## config.mk

```make
export PLATFORM = sky130hd
export DESIGN_NAME = fetch_queue_unit_flat
export DESIGN_NICKNAME = d
export VERILOG_FILES = /design/src/rtl/fetch_queue_if.sv /design/src/rtl/fetch_queue_unit.sv /design/src/flat_wrapper.sv
export SDC_FILE = /design/constraint.sdc
export NUM_CORES = 1
export LEC_CHECK = 0
export ABC_AREA = 1
export CORE_MARGIN = 4
export CORE_UTILIZATION = 50
export CTS_CLUSTER_DIAMETER = 50
export CTS_CLUSTER_SIZE = 10
export DETAILED_ROUTE_END_ITERATION = 8
export GPL_TIMING_DRIVEN = 0
export PLACE_DENSITY = 0.82
export SLEW_MARGIN = 20
export SYNTH_ARGS = -nofsm -noshare
export SYNTH_HDL_FRONTEND = slang
export SYNTH_SLANG_ARGS = --single-unit
```

## constraint.sdc

```tcl
create_clock -name clk -period 9 [get_ports clk]
set_input_delay 1.8 -clock clk [delete_from_list [all_inputs] [get_ports clk]]
set_output_delay 1.8 -clock clk [all_outputs]
set_load 0.01 [all_outputs]
```

## src/rtl/fetch_queue_if.sv

```systemverilog
// Fetch front-end bundle: imem request/response, redirect, and the decode-side handshake.
interface fetch_queue_if #(
  parameter int ADDR_W = 32,
  parameter int DATA_W = 32,
  parameter int CNT_W  = 3
);
  logic              imem_req;
  logic [ADDR_W-1:0] imem_addr;
  logic [DATA_W-1:0] imem_rdata;
  logic              redirect;
  logic [ADDR_W-1:0] redirect_pc;
  logic              out_valid;
  logic              out_ready;
  logic [DATA_W-1:0] out_instr;
  logic [ADDR_W-1:0] out_pc;
  logic [ADDR_W-1:0] out_pcplus4;
  logic [CNT_W-1:0]  count;

  modport master (
    output imem_req, imem_addr,
    input  imem_rdata,
    input  redirect, redirect_pc,
    output out_valid,
    input  out_ready,
    output out_instr, out_pc, out_pcplus4, count
  );

  modport slave (
    input  imem_req, imem_addr,
    output imem_rdata,
    output redirect, redirect_pc,
    input  out_valid,
    output out_ready,
    input  out_instr, out_pc, out_pcplus4, count
  );
endinterface

```

## src/rtl/fetch_queue_unit.sv

```systemverilog
// Decoupled fetch PC plus DEPTH-entry prefetch queue; request->out_valid 2 cycles, redirect->valid 3 cycles.
// Backpressure: requests stop once queued + in-flight fills DEPTH; a same-cycle pop does not free a slot.
module fetch_queue_unit #(
  parameter int                ADDR_W   = 32,
  parameter int                DATA_W   = 32,
  parameter int                DEPTH    = 4,
  parameter logic [ADDR_W-1:0] RESET_PC = '0
) (
  input  logic          clk,
  input  logic          reset,
  fetch_queue_if.master bus
);
  localparam int                PTR_W   = $clog2(DEPTH);
  localparam int                CNT_W   = PTR_W + 1;
  localparam logic [CNT_W:0]    DEPTH_C = (CNT_W+1)'(DEPTH);
  localparam logic [ADDR_W-1:0] WORD    = ADDR_W'(4);

  typedef struct packed {
    logic [DATA_W-1:0] instr;
    logic [ADDR_W-1:0] pc;
  } entry_t;

  entry_t            mem [DEPTH];
  logic [ADDR_W-1:0] fpc;
  logic [ADDR_W-1:0] inflight_pc;
  logic              inflight;
  logic [PTR_W-1:0]  rd_ptr;
  logic [PTR_W-1:0]  wr_ptr;
  logic [CNT_W-1:0]  count_q;
  logic [CNT_W:0]    occupancy;
  logic              req;
  logic              push;
  logic              pop;
  logic              unused_pc_bits;

  assign unused_pc_bits = ^bus.redirect_pc[1:0];

  // Slots already promised to the in-flight fetch count as occupied.
  assign occupancy = {1'b0, count_q} + {{CNT_W{1'b0}}, inflight};
  assign req       = !reset && !bus.redirect && (occupancy < DEPTH_C);
  assign push      = inflight && !bus.redirect;
  assign pop       = bus.out_valid && bus.out_ready;

  assign bus.imem_req    = req;
  assign bus.imem_addr   = fpc;
  assign bus.out_valid   = !reset && (count_q != '0);
  assign bus.out_instr   = mem[rd_ptr].instr;
  assign bus.out_pc      = mem[rd_ptr].pc;
  assign bus.out_pcplus4 = mem[rd_ptr].pc + WORD;
  assign bus.count       = count_q;

  always_ff @(posedge clk) begin
    if (reset) begin
      fpc         <= RESET_PC;
      inflight    <= 1'b0;
      inflight_pc <= '0;
      rd_ptr      <= '0;
      wr_ptr      <= '0;
      count_q     <= '0;
    end else if (bus.redirect) begin
      // The response to last cycle's request is dropped by clearing inflight.
      fpc      <= {bus.redirect_pc[ADDR_W-1:2], 2'b00};
      inflight <= 1'b0;
      rd_ptr   <= '0;
      wr_ptr   <= '0;
      count_q  <= '0;
    end else begin
      inflight <= req;
      if (req) begin
        fpc         <= fpc + WORD;
        inflight_pc <= fpc;
      end
      if (push) wr_ptr <= wr_ptr + PTR_W'(1);
      if (pop)  rd_ptr <= rd_ptr + PTR_W'(1);
      case ({push, pop})
        2'b10:   count_q <= count_q + CNT_W'(1);
        2'b01:   count_q <= count_q - CNT_W'(1);
        default: count_q <= count_q;
      endcase
    end
  end

  always_ff @(posedge clk) begin
    if (push && !reset) mem[wr_ptr] <= '{instr: bus.imem_rdata, pc: inflight_pc};
  end
endmodule

```

## src/flat_wrapper.sv

```systemverilog
// flat-port wrapper written by rule: the top's interface ports become plain ports
module fetch_queue_unit_flat 
#(
  parameter int                ADDR_W   = 32,
  parameter int                DATA_W   = 32,
  parameter int                DEPTH    = 4,
  parameter logic [ADDR_W-1:0] RESET_PC = '0
)
  (clk, reset, bus_imem_req, bus_imem_addr, bus_imem_rdata, bus_redirect, bus_redirect_pc, bus_out_valid, bus_out_ready, bus_out_instr, bus_out_pc, bus_out_pcplus4, bus_count);
  fetch_queue_if #(.ADDR_W(ADDR_W), .DATA_W(DATA_W), .CNT_W(3)) bus_i ();
  input  logic clk;
  input  logic reset;
  output wire logic [$bits(bus_i.imem_req)-1:0] bus_imem_req;
  output wire logic [$bits(bus_i.imem_addr)-1:0] bus_imem_addr;
  input wire logic [$bits(bus_i.imem_rdata)-1:0] bus_imem_rdata;
  input wire logic [$bits(bus_i.redirect)-1:0] bus_redirect;
  input wire logic [$bits(bus_i.redirect_pc)-1:0] bus_redirect_pc;
  output wire logic [$bits(bus_i.out_valid)-1:0] bus_out_valid;
  input wire logic [$bits(bus_i.out_ready)-1:0] bus_out_ready;
  output wire logic [$bits(bus_i.out_instr)-1:0] bus_out_instr;
  output wire logic [$bits(bus_i.out_pc)-1:0] bus_out_pc;
  output wire logic [$bits(bus_i.out_pcplus4)-1:0] bus_out_pcplus4;
  output wire logic [$bits(bus_i.count)-1:0] bus_count;
  assign bus_imem_req = bus_i.imem_req;
  assign bus_imem_addr = bus_i.imem_addr;
  assign bus_i.imem_rdata = bus_imem_rdata;
  assign bus_i.redirect = bus_redirect;
  assign bus_i.redirect_pc = bus_redirect_pc;
  assign bus_out_valid = bus_i.out_valid;
  assign bus_i.out_ready = bus_out_ready;
  assign bus_out_instr = bus_i.out_instr;
  assign bus_out_pc = bus_i.out_pc;
  assign bus_out_pcplus4 = bus_i.out_pcplus4;
  assign bus_count = bus_i.count;
  fetch_queue_unit #(.ADDR_W(ADDR_W), .DATA_W(DATA_W), .DEPTH(DEPTH), .RESET_PC(RESET_PC)) u_core (.clk(clk), .reset(reset), .bus(bus_i));
endmodule
```

==> summary.txt <==
Logic synthesis
  • Post-synthesis xor/xnor area fraction: 1.34%
  • Leading cell types by count after synthesis: sky130_fd_sc_hd__nand2_1 (432), sky130_fd_sc_hd__edfxtp_1 (248), sky130_fd_sc_hd__nor2_1 (185), sky130_fd_sc_hd__inv_1 (123), sky130_fd_sc_hd__o21ai_0 (109)
  • Dominant combinational cell family by area after synthesis: simple AND/OR/NAND/NOR gates
  • Most frequent cell after synthesis: sky130_fd_sc_hd__nand2_1
  • Yosys warning total: 0
  • Mux contribution to synthesized area: 0%
  • Area fraction in compound gates after synthesis: 8.11%
  • Flip-flop cell with the highest count after synthesis: sky130_fd_sc_hd__edfxtp_1
  • Portion of the post-synthesis area used by sequential elements: 61.4%
  • Netlist area before placement: 0.0144 mm2
  • Cell type with the highest aggregate area in the netlist: sky130_fd_sc_hd__edfxtp_1
  • Flip-flop and latch count after synthesis: 318
  • Count of distinct cell types in the synthesized netlist: 41
  • Mean cell area of the mapped netlist: 9.36 um2
  • Simple-Gate Fraction of Synth Area: 22.3%
  • Asr flop ratio synth: 0%
  • Number of standard cells after synthesis: 1,540
  • Share of Yosys cell area claimed by the top area cell type: 51.7%
  • Adder-cell share of the synthesized area: 0.747%
  • Count of flip-flops with a built-in enable after synthesis: 248
  • Ranking of synthesized cells by area: sky130_fd_sc_hd__edfxtp_1 (52%), sky130_fd_sc_hd__nand2_1 (11%), sky130_fd_sc_hd__dfxtp_1 (9.7%)

Worst setup path
  • Required time worst endpoint: 7.20 ns
  • Kind of capture point of the worst setup path: output pin
  • Worst Setup Start Kind: primary input
  • Maximum net fanout on the critical path: 10
  • Category of the most critical setup path: in -> out
  • Arrival time of the worst setup path: 3.62 ns

Pwr
  • Ratio of total power to cell area: 176 mW/mm2
  • Leakage power: 6.97 nW
  • Worst ir drop on vdd: 0.124 mV

Min path
  • Min-Delay Path Class: reg -> reg

Clock tree
  • CTS-repair resized insts: 0
  • Number of buffers created by CTS: 39
  • H-tree levels: 2
  • Maximum number of buffers from clock root to sink: 3
  • Clock-pin transition on the worst setup and hold timing paths: 0.05 ns
  • Root cell of the clock tree: sky130_fd_sc_hd__clkbuf_16
  • Buffers inserted by post-CTS timing repair: 0
  • Number of hold-repair buffers added at the cts stage: 0
  • Clk_lat worst skew: 0.52 ns
  • Clock tree from TritonCTS: yes
  • TritonCTS Sinks: 318

Timing
  • Final worst setup slack: 3.58 ns
  • Highest achievable clock rate: 185 MHz
  • Hold violation total from the final report: 0
  • Fin Clk Skew: 0.0129 ns
  • Worst rel slew slack: 55.5%
  • Worst-Margin Slew: 0.665 ns
  • Share of the clock period used by the worst path: 60.2%
  • Final setup violation count: 0
  • RSZ-0062 raised after global routing: no
  • Clock period minus final worst setup slack: 5.42 ns
  • Setup total negative slack: 0 ns
  • Number of slew-limit violations in the final report: 0

Layout
  • Area occupied by registers: 0.00885 mm2
  • Share of final-layout standard cells stronger than drive strength 1: 7.62%
  • Number of antenna repair diodes: 0
  • Number of filler cells placed in the layout: 2,154
  • Number of nets in the final layout: 1,864
  • Post-synthesis to final-layout area growth: 26.9%
  • Footprint of the multi-input gates: 0.00473 mm2
  • Final design instance area without fill: 0.0183 mm2

Global routing
  • Total track usage: 25.5%
  • Number of antenna violations at the first check in global routing: 0
  • Vias in the first global route: 11.6k
  • Wire length of the first global-routing pass: 62.8 mm
  • Congestion Overflow GR: 0
  • Largest net degree at the start of global routing: 24

Route
  • Aggregate routed wire length: 41.0 mm
  • Vias/cell: 5.56
  • Count of TritonRoute iterations in the first routing pass: 6
  • Violation count after the first detailed-route iteration: 1,293
  • Post-detailed-route DRC marker count: 0
  • Detailed-route via count: 12.2k
  • Wire length per cell: 18.7 um
  • Routed Antenna Nets: 0

Floorplan
  • Die footprint: 0.0316 mm2
  • Starting density of the core: 51.3%
  • Height of the die: 178 um
  • Core Region: 0.0281 mm2
  • I/O Pins: 201
  • Number of rows in the core area: 61
  • Chip width: 178 um

Placement
  • Routability congestion estimate from global placement: 1.02
  • Placed inst area: 0.0172 mm2
  • Post-detailed-placement half-perimeter wirelength: 28.7 mm
  • Count of input and output buffers: 190
  • Worst slack, placed: 3.58 ns

Job
  • Max cap viols: 0

Outcome
  • Result of the run: completed
[critical path: stages]
cell,delay (ns)
sky130_fd_sc_hd__buf_2,0.18
sky130_fd_sc_hd__nor2_4,0.20
sky130_fd_sc_hd__nand3_1,0.12
sky130_fd_sc_hd__buf_2,0.21
sky130_fd_sc_hd__inv_2,0.10
sky130_fd_sc_hd__buf_4,0.19
sky130_fd_sc_hd__buf_2,0.24
sky130_fd_sc_hd__clkdlybuf4s50_1,0.57
[kinds of logic (layout without fill, tap and decap cells)]
family / after synthesis / after routing
fa+ha+maj: 8 / 8
xor+xnor: 22 / 22
other cells: 1 / 6
flops: 318 / 318
simple gates: 779 / 779
compound gates: 211 / 211
buf+inv: 201 / 466
[final cells by class]
| cell class | instances | area share [%] |
|---|---|---|
| clock inverters | 6 | 0.417 |
| multi-input cells | 1026 | 25.9 |
| flip-flops and latches | 318 | 48.4 |
| repair buffers | 202 | 12.2 |
| well taps | 378 | 2.59 |
| inverters | 128 | 2.64 |
| clock buffers | 57 | 5.76 |
| plain buffers | 73 | 2.18 |
[worst paths after layout]
| check | start | endpoint | slack, ns | depth (start not counted) |
|---|---|---|---|---|
| worst max register to register | u_core.bus.count[0] | u_core.bus.count[2] | 6.78 | 11 |
| worst max-delay path | reset | bus_imem_req | 3.58 | 8 |
| worst min-delay path | u_core.bus.count[0] | u_core.bus.count[0] | 0.51 | 1 |
| worst min register to register | u_core.bus.count[0] | u_core.bus.count[0] | 0.51 | 1 |
[layer usage]
metal | global-route usage (%) | share of wire [%] | vias to the layer above
li1 | - | - | 5659
met1 | 33.9 | 39 | 5716
met2 | 42.7 | 48 | 701
met3 | 4.54 | 10 | 80
met4 | 8.09 | 2.5 | 0
met5 | 0 | 0 | -
[sequential cells by signal, summed over array words and instances, names as in the netlist, named ones only]
| signal | count |
|---|---|
| u_core.wr_ptr | 2 |
| u_core.inflight_pc | 30 |
| u_core.rd_ptr | 2 |
| u_core.mem | 248 |
| u_core.inflight | 1 |
| u_core.bus.count | 3 |
| u_core.bus.imem_addr | 30 |
[where the power goes]
group          internal (mW)  switching [mW]  total (mW)
clock network          0.814           0.579        1.39
registers               1.61          0.0283        1.64
logic                 0.0869           0.104       0.191
total                   2.51           0.711        3.22
[cells in the final DEF, fill, tap and decap left out, drive strengths merged, types with 2 or more instances in the layout]
cell type / count
edfxtp: 248
nor2: 199
a211oi: 15
xor2: 21
buf: 56
dfxtp: 70
clkinv: 4
clkdlybuf4s50: 190
a21oi: 36
ha: 7
o22ai: 33
inv: 130
a31oi: 7
nand3: 107
clkbuf: 86
a22oi: 3
o21ai: 111
nand2: 446
nand4: 8
o211ai: 2
conb: 6
nor3: 17
[through the flow]
step                power (mW)  utilization, %  hold WS (ns)  instances
floorplan                 1.74               -         0.451       1545
global placement          1.84            59.8         0.469       2113
detailed placement        1.85            61.1         0.491       2125
CTS                       3.22            65.1         0.509       2188
global route              3.31            65.1         0.529       2188
finish                    3.22            65.1         0.509       2188
Power figures use the tool's default switching activity.
